**config.mk**
```make
export PLATFORM = sky130hd
export DESIGN_NAME = inference_sequencer_flat
export DESIGN_NICKNAME = d
export VERILOG_FILES = /design/src/rtl/inference_sequencer_if.sv /design/src/rtl/inference_sequencer.sv /design/src/flat_wrapper.sv
export SDC_FILE = /design/constraint.sdc
export NUM_CORES = 1
export LEC_CHECK = 0
export ABC_CLOCK_PERIOD_IN_PS = 8300
export BUFFER_PORTS_ARGS = -buffer_cell sky130_fd_sc_hd__buf_2
export CORE_UTILIZATION = 50
export DETAILED_ROUTE_END_ITERATION = 6
export MAX_ROUTING_LAYER = met4
export PLACE_DENSITY_LB_ADDON = 0.2
export SLEW_MARGIN = 20
export SYNTH_ARGS = -nofsm -noshare
export SYNTH_HDL_FRONTEND = slang
export SYNTH_SLANG_ARGS = --single-unit
```
**constraint.sdc**
```tcl
create_clock -name clk -period 8.3 [get_ports clk]
set_input_delay 1.66 -clock clk [delete_from_list [all_inputs] [get_ports clk]]
set_output_delay 1.66 -clock clk [all_outputs]
set_load 0.05 [all_outputs]
```
**src/rtl/inference_sequencer_if.sv**
```systemverilog
// inference_sequencer_if: control, memory-read and result signals of the inference sequencer; SEQ_SCORE_DEBUG_EN adds the per-class score tap
`timescale 1ns/1ps
interface inference_sequencer_if;
    logic        start;
    logic        weights_loaded;
    logic [12:0] weight_rd_addr;
    logic [7:0]  weight_rd_data;
    logic [3:0]  bias_rd_addr;
    logic [31:0] bias_rd_data;
    logic [9:0]  img_rd_addr;
    logic [7:0]  img_rd_data;
    logic        busy;
    logic        done;
    logic        aborted;
    logic        result_valid;
    logic [3:0]  predicted_class;
    logic [31:0] max_score;
`ifdef SEQ_SCORE_DEBUG_EN
    logic        score_valid;
    logic [3:0]  score_class;
    logic [31:0] score_data;
`endif
    modport master (
        output start, weights_loaded, weight_rd_data, bias_rd_data, img_rd_data,
        input  weight_rd_addr, bias_rd_addr, img_rd_addr, busy, done, aborted,
               result_valid, predicted_class, max_score
`ifdef SEQ_SCORE_DEBUG_EN
        , input score_valid, score_class, score_data
`endif
    );
    modport slave (
        input  start, weights_loaded, weight_rd_data, bias_rd_data, img_rd_data,
        output weight_rd_addr, bias_rd_addr, img_rd_addr, busy, done, aborted,
               result_valid, predicted_class, max_score
`ifdef SEQ_SCORE_DEBUG_EN
        , output score_valid, score_class, score_data
`endif
    );
endinterface

```
**src/rtl/inference_sequencer.sv**
```systemverilog
// inference_sequencer: per-class bias+MAC scoring with argmax selection; SEQ_SCORE_DEBUG_EN adds a per-class score tap
`timescale 1ns/1ps
module inference_sequencer #(
    parameter int NUM_CLASSES = 10,
    parameter int NUM_PIXELS  = 784
) (
    input logic clk,
    input logic rst_n,
    inference_sequencer_if.slave bus
);
    typedef enum logic [2:0] {IDLE, BIAS, MAC, DRAIN, CMP, DONE} state_t;
    state_t             state, state_nx;
    logic [1:0]         rst_sync;
    logic [3:0]         cls;
    logic [9:0]         pix;
    logic signed [31:0] acc;
    logic signed [31:0] best;
    logic [3:0]         best_cls;
    logic signed [16:0] prod;
    logic               accept;
    logic               abort;
    logic               last_pix;
    logic               last_cls;

    assign accept   = state == IDLE && bus.start && bus.weights_loaded && rst_sync[1];
    assign abort    = state != IDLE && !bus.weights_loaded;
    assign last_pix = pix == 10'(NUM_PIXELS - 1);
    assign last_cls = cls == 4'(NUM_CLASSES - 1);
    assign prod     = $signed(bus.weight_rd_data) * $signed({1'b0, bus.img_rd_data});

    // reset release synchroniser: starts are only honoured once both stages have filled
    always_ff @(posedge clk or negedge rst_n)
        if (!rst_n) rst_sync <= '0;
        else rst_sync <= {rst_sync[0], 1'b1};

    // state register
    always_ff @(posedge clk or negedge rst_n)
        if (!rst_n) state <= IDLE;
        else state <= state_nx;

    // next state: one bias fetch, NUM_PIXELS MAC cycles, drain, compare per class; losing weights cancels the run
    always_comb begin
        state_nx = state;
        case (state)
            IDLE:    state_nx = accept ? BIAS : IDLE;
            BIAS:    state_nx = MAC;
            MAC:     state_nx = last_pix ? DRAIN : MAC;
            DRAIN:   state_nx = CMP;
            CMP:     state_nx = last_cls ? DONE : BIAS;
            default: state_nx = IDLE;
        endcase
        if (abort) state_nx = IDLE;
    end

    // outputs decoded from state: read addresses are parked at 0 outside BIAS/MAC
    always_comb begin
        bus.busy           = state != IDLE;
        bus.bias_rd_addr   = state == BIAS ? cls : '0;
        bus.img_rd_addr    = state == MAC ? pix : '0;
        bus.weight_rd_addr = state == MAC ? 13'(cls * NUM_PIXELS + pix) : '0;
    end

    // datapath: counters, accumulator (read data lags its address by one cycle), running best and result registers
    always_ff @(posedge clk or negedge rst_n)
        if (!rst_n) begin
            cls                 <= '0;
            pix                 <= '0;
            acc                 <= '0;
            best                <= '0;
            best_cls            <= '0;
            bus.done            <= 1'b0;
            bus.aborted         <= 1'b0;
            bus.result_valid    <= 1'b0;
            bus.predicted_class <= '0;
            bus.max_score       <= '0;
        end else begin
            bus.done    <= state == DONE && !abort;
            bus.aborted <= abort;
            if (accept) begin
                cls              <= '0;
                pix              <= '0;
                bus.result_valid <= 1'b0;
            end
            if (state == MAC) pix <= last_pix ? '0 : pix + 10'd1;
            if (state == MAC && pix == '0) acc <= bus.bias_rd_data;
            else if (state == MAC || state == DRAIN) acc <= acc + {{15{prod[16]}}, prod};
            if (state == CMP && (cls == '0 || acc > best)) begin
                best     <= acc;
                best_cls <= cls;
            end
            if (state == CMP && !last_cls) cls <= cls + 4'd1;
            if (state == DONE && !abort) begin
                bus.result_valid    <= 1'b1;
                bus.predicted_class <= best_cls;
                bus.max_score       <= best;
            end
            if (abort) bus.result_valid <= 1'b0;
        end

`ifdef SEQ_SCORE_DEBUG_EN
    // per-class score tap, valid for the single CMP cycle of each class
    always_comb begin
        bus.score_valid = state == CMP;
        bus.score_class = cls;
        bus.score_data  = acc;
    end
`endif
endmodule
```
**src/flat_wrapper.sv**
```systemverilog
// flat-port wrapper written by rule: the top's interface ports become plain ports
module inference_sequencer_flat 
#(
    parameter int NUM_CLASSES = 10,
    parameter int NUM_PIXELS  = 784
)
  (clk, rst_n, bus_start, bus_weights_loaded, bus_weight_rd_data, bus_bias_rd_data, bus_img_rd_data, bus_weight_rd_addr, bus_bias_rd_addr, bus_img_rd_addr, bus_busy, bus_done, bus_aborted, bus_result_valid, bus_predicted_class, bus_max_score);
  inference_sequencer_if bus_i ();
  input logic clk;
  input logic rst_n;
  input wire logic [$bits(bus_i.start)-1:0] bus_start;
  input wire logic [$bits(bus_i.weights_loaded)-1:0] bus_weights_loaded;
  input wire logic [$bits(bus_i.weight_rd_data)-1:0] bus_weight_rd_data;
  input wire logic [$bits(bus_i.bias_rd_data)-1:0] bus_bias_rd_data;
  input wire logic [$bits(bus_i.img_rd_data)-1:0] bus_img_rd_data;
  output wire logic [$bits(bus_i.weight_rd_addr)-1:0] bus_weight_rd_addr;
  output wire logic [$bits(bus_i.bias_rd_addr)-1:0] bus_bias_rd_addr;
  output wire logic [$bits(bus_i.img_rd_addr)-1:0] bus_img_rd_addr;
  output wire logic [$bits(bus_i.busy)-1:0] bus_busy;
  output wire logic [$bits(bus_i.done)-1:0] bus_done;
  output wire logic [$bits(bus_i.aborted)-1:0] bus_aborted;
  output wire logic [$bits(bus_i.result_valid)-1:0] bus_result_valid;
  output wire logic [$bits(bus_i.predicted_class)-1:0] bus_predicted_class;
  output wire logic [$bits(bus_i.max_score)-1:0] bus_max_score;
  assign bus_i.start = bus_start;
  assign bus_i.weights_loaded = bus_weights_loaded;
  assign bus_i.weight_rd_data = bus_weight_rd_data;
  assign bus_i.bias_rd_data = bus_bias_rd_data;
  assign bus_i.img_rd_data = bus_img_rd_data;
  assign bus_weight_rd_addr = bus_i.weight_rd_addr;
  assign bus_bias_rd_addr = bus_i.bias_rd_addr;
  assign bus_img_rd_addr = bus_i.img_rd_addr;
  assign bus_busy = bus_i.busy;
  assign bus_done = bus_i.done;
  assign bus_aborted = bus_i.aborted;
  assign bus_result_valid = bus_i.result_valid;
  assign bus_predicted_class = bus_i.predicted_class;
  assign bus_max_score = bus_i.max_score;
  inference_sequencer #(.NUM_CLASSES(NUM_CLASSES), .NUM_PIXELS(NUM_PIXELS)) u_core (.clk(clk), .rst_n(rst_n), .bus(bus_i));
endmodule
```
==> reports/metrics.yaml, run 1 <==
clock_sink_count: 126
async_flop_share_pct: 100.0
finalPower_mw: 4.064
max_slew_margin_pct: 27.62
synth.top_cells.by_count: "138 x nand2_1, 126 x dfrtp_1, 125 x ha_1"
areaGrowthSynthToFinish_pct: 13.72
grt_first_pass_wirelength_mm: 38.85
die_h_microns: 145.0
first_pass_iters: 4
setup.worst_path.end_class: "flop"
antenna_violations_before_repair: 0
comb_power_share_pct: 60.5
yosysSeqAreaShare_pct: 30.84
period_share_pct: 91.96
rr_startpoint: "u_core.state[2]"
finalCoreUtilization_pct: 58.77
place.gp.congestion: 0.8702
min-delay-start: "u_core.rst_sync[0]"
vdd.ir_drop.worst_uv: 205.2
share_seq_of_total_power_pct: 21.5
viasPerCell: 5.381
timing_worst_setup_path_type: "input pin to flop"
netlist.top_cell.by_area: "dfrtp_1"
power_per_cell_area_nw_per_um2: 349.6
ys_warn_count: 0
run_status: "complete, no violations"
global_route.usage.total_pct: 23.44
final_nets: 1448
globalRoute.totalOverflow: 0
cts-buffers-inserted: 17
synthCells: 1123
achievable-frequency_ghz: 0.1310
h-tree-depth: 4
synthTopCellsByArea: "dfrtp_1 31%, ha_1 15%, fa_1 7.6%"
clock_tree.buffer_depth: 2
clock_power_share_pct: 18.0
synth.most_common_cell: "nand2_1"
placed_area_sq_um: 11050
num-fill-cells: 1799
final_cell_count_no_fill: 1510
dr.first_iter.drc_count: 322
pin_count_of_the_biggest_net_entering_global_routing: 70
synth_top_area_share_pct: 30.84
worstHoldPathType: "flop to flop"
rr_endpoint: "u_core.acc[16]"
synth_enable_flop_cells: 0
cts_repair_resize_count: 0
dp_hpwl_mm: 17.40
reg2reg_setup_slack_ns: 4.49
timing.critical_path.arrival_ns: 7.93
drc: 0
ys_ff_latch: 126
clockRootBuffer: "clkbuf_16"
critical_path_peak_fanout: 16
timing.critical_path.required_ns: 8.60
worst_hold_path.endpoint: "u_core.rst_sync[1]"
cts_setup_buffers: 0
clk-insertion-delay-late_ns: 0.42
core_area_sq_um: 19780
fin_worst_hold_slack_ns: 0.3467
vias: 8125
timing_hold_violations_final: 0
worst_clock_skew_ns: 0.009353
timing.final.max_slew_violations: 0
most_used_flip_flop_cell_after_synthesis: "dfrtp_1"
io_pins: 119
pre_cts_ws_ns: 0.2874
fin_crit_ns: 7.633
dieArea_sq_um: 21020
netSwitchingFraction_pct: 44.90
hold_buffers: 0
drt-total-wl_mm: 22.87
final_critical_path_setup_slack_ns: 0.6670
design_area_final_sq_um: 11620
timing.setup.tns_ns: 0
antenna_cells: 0
power_switching_mw: 1.825
number_of_rows_in_the_core_area: 51
chip_width_microns: 145.0
synth_cell_type_count: 71
placed_cells: 1478
synthesis.area_sq_um: 10220
postRouteAntennaNets: 0
worst_setup_hold_path_clk_slew_ns: 0.06
synth_nets: 1339
max_cap_violations: 0
power.static_leakage_nw: 6.013
grt_setup_unrepaired: "no"
worst_r2r_path_depth: 6
setup_violations: 0
worst_setup_path_start_kind: "input pin"
route.detailed.wl_per_inst_microns: 15.15
synth_area_per_cell_sq_um: 9.103
cell_internal_pwr_mw: 2.240
worst_pin_slew_ns: 1.083
cts_tree: "yes"
post_route_cells_drive_above_1_share_pct: 15.10
worst_hold_path.num_cells: 0
initial_utilization_pct: 51.68
portbufs: 118
grt_pass1_vias: 7869
==> worst max-delay path by stage <==
stage / from / end / depth (start not counted)
6_report: bus_weight_rd_data[7] / u_core.acc[31] / 27
2_1_floorplan: bus_weight_rd_data[7] / u_core.acc[30] / 25
3_5_place_dp: bus_weight_rd_data[7] / u_core.acc[31] / 27
4_1_cts: bus_weight_rd_data[7] / u_core.acc[31] / 27
3_3_place_gp: bus_weight_rd_data[7] / u_core.acc[31] / 27
5_1_grt: bus_weight_rd_data[7] / u_core.acc[31] / 27
==> per-layer routing <==
metal  global-route usage, %  vias up  share of wire, %
li1                        -     4081                 -
met1                   31.38     3875                48
met4                   5.372        0               1.2
met3                   3.459       19               3.5
met2                   37.48      150                47
met5                       -        -                 0
==> registers in the layout, indices dropped and copies added (netlist names) <==
register	count
u_core.best_cls	4
u_core.best	32
u_core.rst_sync	2
u_core.acc	32
u_core.bus.aborted	1
u_core.bus.result_valid	1
u_core.cls	4
u_core.bus.max_score	32
u_core.state	3
u_core.bus.predicted_class	4
u_core.bus.done	1
u_core.pix	10
==> cell families after synthesis <==
group	Yosys count	synth area share (%)
simple gates	342	16.05
compound gates	262	16.18
fa+ha+maj	164	22.94
buf+inv	142	5.679
flops	126	30.84
xor+xnor	48	4.113
mux	38	4.162
other cells	1	0.03668
==> cell type report <==
cell class                 instances  area [sq um]  area share, %
multi-input combinational        855          6495          55.87
sequential                       126          3153          27.12
timing repair buffer             124         665.6          5.726
clock buffer                      17         425.4          3.659
inverter                         108         405.4          3.487
tap                              265         331.6          2.852
clock inverter                    15         148.9          1.281
==> power groups by stage <==
stage / combinational (mW) / sequential [mW] / clock [mW]
2_1_floorplan: 2.02 / 0.838 / 0
3_3_place_gp: 2.40 / 0.879 / 0
3_5_place_dp: 2.42 / 0.885 / 0
4_1_cts: 2.46 / 0.875 / 0.745
5_1_grt: 2.80 / 0.896 / 0.775
6_report: 2.46 / 0.874 / 0.732
==> worst max-delay path: stages <==
cell and delay, ns:
buf_2 0.13, inv_1 0.19, nor2_1 0.11, fa_1 0.51, fa_1 0.51, fa_1 0.54, inv_1 0.05, fa_1 0.52
inv_1 0.04, ha_1 0.33, or2_1 0.24, a21oi_1 0.17, a21oi_2 0.06, a211oi_2 0.25, a21oi_1 0.12, xnor2_1 0.15
buf_4 0.25, ha_1 0.32, a21oi_1 0.26, o21ai_1 0.13, a2111oi_2 0.40, a211oi_2 0.16, a21oi_2 0.20, o31ai_2 0.10
xnor2_1 0.22, a21oi_1 0.12, a2bb2oi_2 0.18
==> cell usage in the layout, fill, tap and decap left out, drive strengths merged, types with 11 or more instances in the layout <==
cell / count
a21o: 32
a21oi: 78
nor2: 64
ha: 125
buf: 124
clkbuf: 17
dfrtp: 126
fa: 39
and3: 14
nor3: 14
nand4: 14
nand2: 138
inv: 116
xnor2: 37
o21ai: 89
nand3: 14
and2: 55
nand2b: 11
mux2: 36
xor2: 11
a31oi: 13
Note: power is estimated with default switching activity, not from simulation.
==> run 2: changes to the inputs <==
--- a/config.mk
+++ b/config.mk
@@ -7,6 +7,7 @@
 export LEC_CHECK = 0
 export ABC_CLOCK_PERIOD_IN_PS = 8300
 export BUFFER_PORTS_ARGS = -buffer_cell sky130_fd_sc_hd__buf_2
+export CORE_ASPECT_RATIO = 0.5
 export CORE_UTILIZATION = 50
 export DETAILED_ROUTE_END_ITERATION = 6
 export MAX_ROUTING_LAYER = met4
==> run 2 against run 1 <==
Net effect:
- clock power fell by 4.1%
- sequential share of layout area rose by 0.10 points
- routed wire length rose by 3.4%
- first-iteration DRC count rose by 16%
==> reports/metrics.yaml, run 2 (synthesized netlist as in run 1, its figures left out) <==
run_status: "complete, no violations"  # unchanged
pin_count_of_the_biggest_net_entering_global_routing: 77  # was 70
dp_hpwl_mm: 18.34  # was 17.40 mm
number_of_rows_in_the_core_area: 36  # was 51
clock_sink_count: 126  # unchanged
portbufs: 118  # unchanged
num-fill-cells: 1772  # was 1799
timing.critical_path.slowest_cell_delay_ns: 0.54  # about the same
dieArea_sq_um: 21060  # was 21020 sq um
cts_tree: "yes"  # unchanged
viasPerCell: 5.396  # was 5.381
comb_power_share_pct: 61.2  # was 60.5%
finalPower_mw: 4.076  # was 4.064 mW
clockRootBuffer: "clkbuf_16"  # unchanged
mostFrequentLayoutCell: "nand2_1"  # unchanged
cts-buffers-inserted: 17  # unchanged
worst_setup_hold_path_clk_slew_ns: 0.06  # about the same
drc: 0  # unchanged
clock_power_share_pct: 17.2  # was 18.0%
grt_pass1_vias: 7883  # was 7869
power.static_leakage_nw: 5.985  # was 6.013 nW
grt_setup_unrepaired: "no"  # unchanged
power_switching_mw: 1.843  # was 1.825 mW
timing.critical_path.required_ns: 8.60  # about the same
mostFrequentLayoutCells: "138 x nand2_1, 126 x dfrtp_1, 125 x ha_1"  # unchanged
drt-total-wl_mm: 23.65  # was 22.87 mm
chip_width_microns: 204.2  # was 145.0 microns
cell_internal_pwr_mw: 2.233  # was 2.240 mW
max_cap_violations: 0  # unchanged
cts_setup_buffers: 0  # unchanged
antenna_cells: 0  # unchanged
place.gp.congestion: 0.8893  # was 0.8702
initial_utilization_pct: 51.81  # was 51.68%
netSwitchingFraction_pct: 45.21  # was 44.90%
io_pins: 119  # unchanged
core_area_sq_um: 19730  # was 19780 sq um
dr.first_iter.drc_count: 375  # was 322
timing_worst_setup_path_type: "input pin to flop"  # unchanged
timing.critical_path.slowest_stage_cell: "fa_1"  # unchanged
max_slew_margin_pct: 36.35  # was 27.62%
timing.critical_path.arrival_ns: 8.00  # was 7.93 ns
worst_clock_skew_ns: 0.01206  # was 0.009353 ns
h-tree-depth: 4  # unchanged
globalRoute.totalOverflow: 0  # unchanged
share_seq_of_total_power_pct: 21.6  # was 21.5%
areaGrowthSynthToFinish_pct: 13.31  # was 13.72%
setup.worst_path.end_class: "flop"  # unchanged
timing.final.max_slew_violations: 0  # unchanged
first_pass_iters: 5  # was 4
timing_hold_violations_final: 0  # unchanged
worstHoldPathType: "flop to flop"  # unchanged
worst-path-buf-inv: 5  # unchanged
achievable-frequency_ghz: 0.1299  # was 0.1310 GHz
critical_path_peak_fanout: 15  # was 16
clock_tree.buffer_depth: 2  # unchanged
period_share_pct: 92.76  # was 91.96%
vdd.ir_drop.worst_uv: 221.4  # was 205.2 uV
biggestRegsByFlops: "u_core.acc x32, u_core.best x32, u_core.bus.max_score x32"  # unchanged
postRouteAntennaNets: 0  # unchanged
final_nets: 1446  # was 1448
post_route_cells_drive_above_1_share_pct: 14.88  # was 15.10%
fin_worst_hold_slack_ns: 0.3484  # was 0.3467 ns
cts_repair_resize_count: 0  # unchanged
setup_violations: 0  # unchanged
clk-insertion-delay-late_ns: 0.43  # was 0.42 ns
hold_buffers: 0  # unchanged
route.detailed.wl_per_inst_microns: 15.67  # was 15.15 microns
timing.setup.tns_ns: 0  # unchanged
worst_pin_slew_ns: 0.9547  # was 1.083 ns
crit_family: "adder cells"  # unchanged
power_per_cell_area_nw_per_um2: 351.9  # was 349.6 nW/um^2
fin_crit_ns: 7.699  # was 7.633 ns
die_h_microns: 103.1  # was 145.0 microns
global_route.usage.total_pct: 24.24  # was 23.44%
antenna_violations_before_repair: 0  # unchanged
worst_setup_path_start_kind: "input pin"  # unchanged
vias: 8143  # was 8125
grt_first_pass_wirelength_mm: 38.76  # was 38.85 mm
[run 2: cell count changes in the layout (fill, tap and decap cells not counted), sizes merged]
cell	change
inv	-7
clkinvlp	+2
clkinv	+4
clkbuf	+1
buf	-2
[run 2: path summary, 6_finish.rpt]
kind                                       start                       end  slack, ns  depth (start not counted)
min reg2reg                   u_core.rst_sync[0]        u_core.rst_sync[1]       0.35                          0
max in group asynchronous                  rst_n  u_core.bus.max_score[20]       5.62                          2
max                        bus_weight_rd_data[7]            u_core.acc[31]       0.60                         27
max reg2reg                      u_core.state[2]            u_core.acc[16]       4.62                          6
min                           u_core.rst_sync[0]        u_core.rst_sync[1]       0.35                          0
min in group asynchronous                  rst_n            u_core.best[5]       1.26                          1
[run 2: layout make-up]
| cell class | count | area [sq um] | area share (%) |
|---|---|---|---|
| multi-input combinational | 855 | 6497 | 56.10 |
| sequential | 126 | 3153 | 27.22 |
| clock inverter | 14 | 121.4 | 1.048 |
| inverter | 108 | 405.4 | 3.500 |
| clock buffer | 18 | 429.2 | 3.705 |
| timing repair buffer | 122 | 643.1 | 5.553 |
| tap | 266 | 332.8 | 2.873 |
[run 2: worst reg2reg max path, cell delays in order, from the launching register on]
cell      delay [ns]
dfrtp_1         0.50
nand2b_2        0.67
nor2_2          0.70
nand4_1         0.89
and3_1          0.53
mux2i_1         0.14
nand3_1         0.10
[run 2: power by group through the flow]
| stage | Clock (mW) | Sequential, mW | Combinational [mW] |
|---|---|---|---|
| after global placement | 0 | 0.883 | 2.41 |
| final | 0.702 | 0.878 | 2.50 |
| after floorplan | 0 | 0.838 | 2.02 |
| after detailed placement | 0 | 0.889 | 2.46 |
| after CTS | 0.712 | 0.879 | 2.49 |
| after global routing | 0.739 | 0.899 | 2.84 |
[run 2: per-layer routing]
layer  wire (microns)  vias to the layer above  track usage [%]
met2            10750                      142            38.70
met3              952                       20            4.172
met1            11660                     3925            31.99
li1                 -                     4056                -
met5                0                        -                -
met4              277                        0            6.487
[run 2: per-stage QoR]
| stage | cell area [sq um] | std cells | utilization, % | worst slack (ns) |
|---|---|---|---|---|
| after CTS | 11580 | 1509 | 58.69 | 0.6208 |
| after floorplan | 10220 | 1123 | - | 0.2859 |
| after global placement | 11000 | 1476 | 55.76 | 0.3424 |
| after global routing | 11580 | 1509 | 58.71 | 0.1504 |
| final | 11580 | 1509 | 58.71 | 0.6006 |
| after detailed placement | 11030 | 1477 | 55.90 | 0.1922 |
==> run 3: changes to the inputs <==
--- a/config.mk
+++ b/config.mk
@@ -11,7 +11,7 @@
 export CORE_UTILIZATION = 50
 export DETAILED_ROUTE_END_ITERATION = 6
 export MAX_ROUTING_LAYER = met4
-export PLACE_DENSITY_LB_ADDON = 0.2
+export PLACE_DENSITY = 0.7
 export SLEW_MARGIN = 20
 export SYNTH_ARGS = -nofsm -noshare
 export SYNTH_HDL_FRONTEND = slang
==> constraint.sdc (replaced) <==
create_clock -name clk -period 8.3 [get_ports clk]
set_input_delay 1.66 -clock clk [delete_from_list [all_inputs] [get_ports clk]]
set_output_delay 1.66 -clock clk [all_outputs]
set_load 0.01 [all_outputs]
==> run 3 against run 2 <==
Net effect:
- global-route usage rose by 0.59 points
- via count increased by 1.5%
- worst setup slack worse by 0.0064 ns
==> reports/metrics.yaml, run 3 (synthesized netlist as in run 1, its figures left out) <==
place.gp.congestion: 0.9060  # was 0.8893
mostFrequentLayoutCells: "138 x nand2_1, 126 x dfrtp_1, 125 x ha_1"  # unchanged
viasPerCell: 5.469  # was 5.396
design_area_final_sq_um: 11630  # was 11580 sq um
worst_setup_path_start_kind: "input pin"  # unchanged
number_of_rows_in_the_core_area: 36  # unchanged
grt_pass1_vias: 8080  # was 7883
final_nets: 1447  # was 1446
run_status: "complete, no violations"  # unchanged
final_cell_count_no_fill: 1511  # was 1509
h-tree-depth: 4  # unchanged
globalRoute.totalOverflow: 0  # unchanged
global_route.usage.total_pct: 24.83  # was 24.24%
worst_clock_skew_ns: 0.007573  # was 0.01206 ns
timing_hold_violations_final: 0  # unchanged
vias: 8264  # was 8143
worstSetupStartpoint: "bus_weight_rd_data[7]"  # unchanged
share_seq_of_total_power_pct: 21.4  # was 21.6%
die_h_microns: 103.1  # unchanged
placed_cells: 1478  # was 1477
worst_r2r_path_depth: 9  # was 6
fin_crit_ns: 7.706  # was 7.699 ns
cts_setup_buffers: 0  # unchanged
chip_width_microns: 204.2  # unchanged
dr.first_iter.drc_count: 390  # was 375
grt_setup_unrepaired: "no"  # unchanged
worst_pin_slew_ns: 0.9532  # was 0.9547 ns
antenna_violations_before_repair: 1  # was 0
dieArea_sq_um: 21060  # unchanged
met3_wirelength_microns: 898  # was 952 microns
initial_utilization_pct: 51.81  # unchanged
highest-signal-layer: "met4"  # unchanged
met1_length_mm: 11.70  # was 11.66 mm
power_per_cell_area_nw_per_um2: 354.2  # was 351.9 nW/um^2
timing.setup.tns_ns: 0  # unchanged
timing_worst_setup_path_type: "input pin to flop"  # unchanged
pin_count_of_the_biggest_net_entering_global_routing: 75  # was 77
clock_sink_count: 126  # unchanged
achievable-frequency_ghz: 0.1298  # was 0.1299 GHz
period_share_pct: 92.84  # was 92.76%
rr_endpoint: "u_core.best[20]"  # was u_core.acc[16]
netSwitchingFraction_pct: 44.89  # was 45.21%
dp_hpwl_mm: 18.44  # was 18.34 mm
crit_end: "u_core.acc[30]"  # was u_core.acc[31]
drt-total-wl_mm: 24.17  # was 23.65 mm
setup_violations: 0  # unchanged
core_area_sq_um: 19730  # unchanged
biggestRegsByFlops: "u_core.acc x32, u_core.best x32, u_core.bus.max_score x32"  # unchanged
finalCoreUtilization_pct: 58.95  # was 58.71%
reg2reg_setup_slack_ns: 4.77  # was 4.62 ns
vdd.ir_drop.worst_uv: 252.5  # was 221.4 uV
grt_first_pass_wirelength_mm: 39.68  # was 38.76 mm
areaGrowthSynthToFinish_pct: 13.78  # was 13.31%
finalPower_mw: 4.120  # was 4.076 mW
timing.final.max_slew_violations: 0  # unchanged
max_slew_margin_pct: 36.45  # was 36.35%
route.detailed.wl_per_inst_microns: 15.99  # was 15.67 microns
clock_tree.buffer_depth: 2  # unchanged
power_switching_mw: 1.850  # was 1.843 mW
hold_buffers: 0  # unchanged
mostFrequentLayoutCell: "nand2_1"  # unchanged
worstHoldPathType: "flop to flop"  # unchanged
clockRootBuffer: "clkbuf_16"  # unchanged
io_pins: 119  # unchanged
first_pass_iters: 4  # was 5
worst_setup_hold_path_clk_slew_ns: 0.06  # about the same
timing.critical_path.required_ns: 8.59  # was 8.60 ns
rr_startpoint: "u_core.acc[31]"  # was u_core.state[2]
placed_area_sq_um: 11040  # was 11030 sq um
comb_power_share_pct: 60.7  # was 61.2%
cts_repair_resize_count: 0  # unchanged
clock_power_share_pct: 17.9  # was 17.2%
drc: 0  # unchanged
post_route_cells_drive_above_1_share_pct: 15.03  # was 14.88%
max_cap_violations: 0  # unchanged
power.static_leakage_nw: 5.996  # was 5.985 nW
clk-insertion-delay-late_ns: 0.42  # was 0.43 ns
postRouteAntennaNets: 0  # unchanged
cell_internal_pwr_mw: 2.270  # was 2.233 mW
cts_tree: "yes"  # unchanged
setup.worst_path.end_class: "flop"  # unchanged
routed-wl-met2_mm: 11.22  # was 10.75 mm
cts-buffers-inserted: 17  # unchanged
critical_path_peak_fanout: 15  # unchanged
portbufs: 118  # unchanged
timing.critical_path.arrival_ns: 8.00  # about the same
run 3: cell count changes in the layout (fill, tap and decap cells not counted), sizes merged:
cell,delta
buf,+1
clkinv,-5
clkbuf,-1
inv,+3
diode,+1
bufinv,+1
clkinvlp,+2
run 3: layout make-up:
cell class / count / area [sq um]
sequential: 126 / 3153
inverter: 108 / 405.4
timing repair buffer: 123 / 650.6
clock inverter: 15 / 163.9
clock buffer: 17 / 425.4
antenna: 1 / 2.502
fill: 1733 / 8098
multi-input combinational: 855 / 6497
tap: 266 / 332.8
run 3: worst max-delay path, stage by stage:
cell      delay (ns)
buf_2           0.14
inv_1           0.18
nor2_1          0.10
fa_1            0.51
fa_1            0.53
fa_1            0.54
inv_1           0.05
fa_1            0.52
inv_1           0.04
ha_1            0.33
or2_1           0.24
a21oi_1         0.18
a21oi_2         0.07
a211oi_2        0.26
a21oi_1         0.11
xnor2_1         0.32
buf_4           0.30
ha_1            0.33
nand2_1         0.09
nor2_1          0.07
a221oi_2        0.28
o22a_2          0.19
o211ai_2        0.11
a311o_1         0.37
a31oi_1         0.21
xor2_1          0.16
o211ai_1        0.09
run 3: stage by stage:
step	hold slack [ns]	setup WS [ns]
2_1_floorplan	0.3312	0.2859
3_3_place_gp	0.3341	0.3315
3_5_place_dp	0.3547	0.1355
4_1_cts	0.3685	0.5652
5_1_grt	0.3656	0.1899
6_report	0.3613	0.5941
run 3: how the worst min path moves through the flow:
stage | start | to | cells past startpoint
6_report | u_core.rst_sync[0] | u_core.rst_sync[1] | 0
3_5_place_dp | u_core.rst_sync[0] | u_core.rst_sync[1] | 0
2_1_floorplan | u_core.rst_sync[0] | u_core.rst_sync[1] | 0
4_1_cts | u_core.rst_sync[0] | u_core.rst_sync[1] | 0
5_1_grt | u_core.rst_sync[0] | u_core.rst_sync[1] | 0
3_3_place_gp | u_core.rst_sync[0] | u_core.rst_sync[1] | 0
run 3: power by group through the flow:
stage | clock network [mW] | logic, mW | registers [mW]
after floorplan | 0 | 2.02 | 0.836
after global placement | 0 | 2.39 | 0.881
after detailed placement | 0 | 2.45 | 0.888
after CTS | 0.750 | 2.49 | 0.880
after global routing | 0.775 | 2.85 | 0.897
final | 0.739 | 2.50 | 0.880
run 3: metal layers:
metal  track usage (%)  vias to the layer above
li1                  -                     4066
met4             6.946                        0
met3             3.350                       30
met2             40.63                      149
met5                 -                        -
met1             32.52                     4019
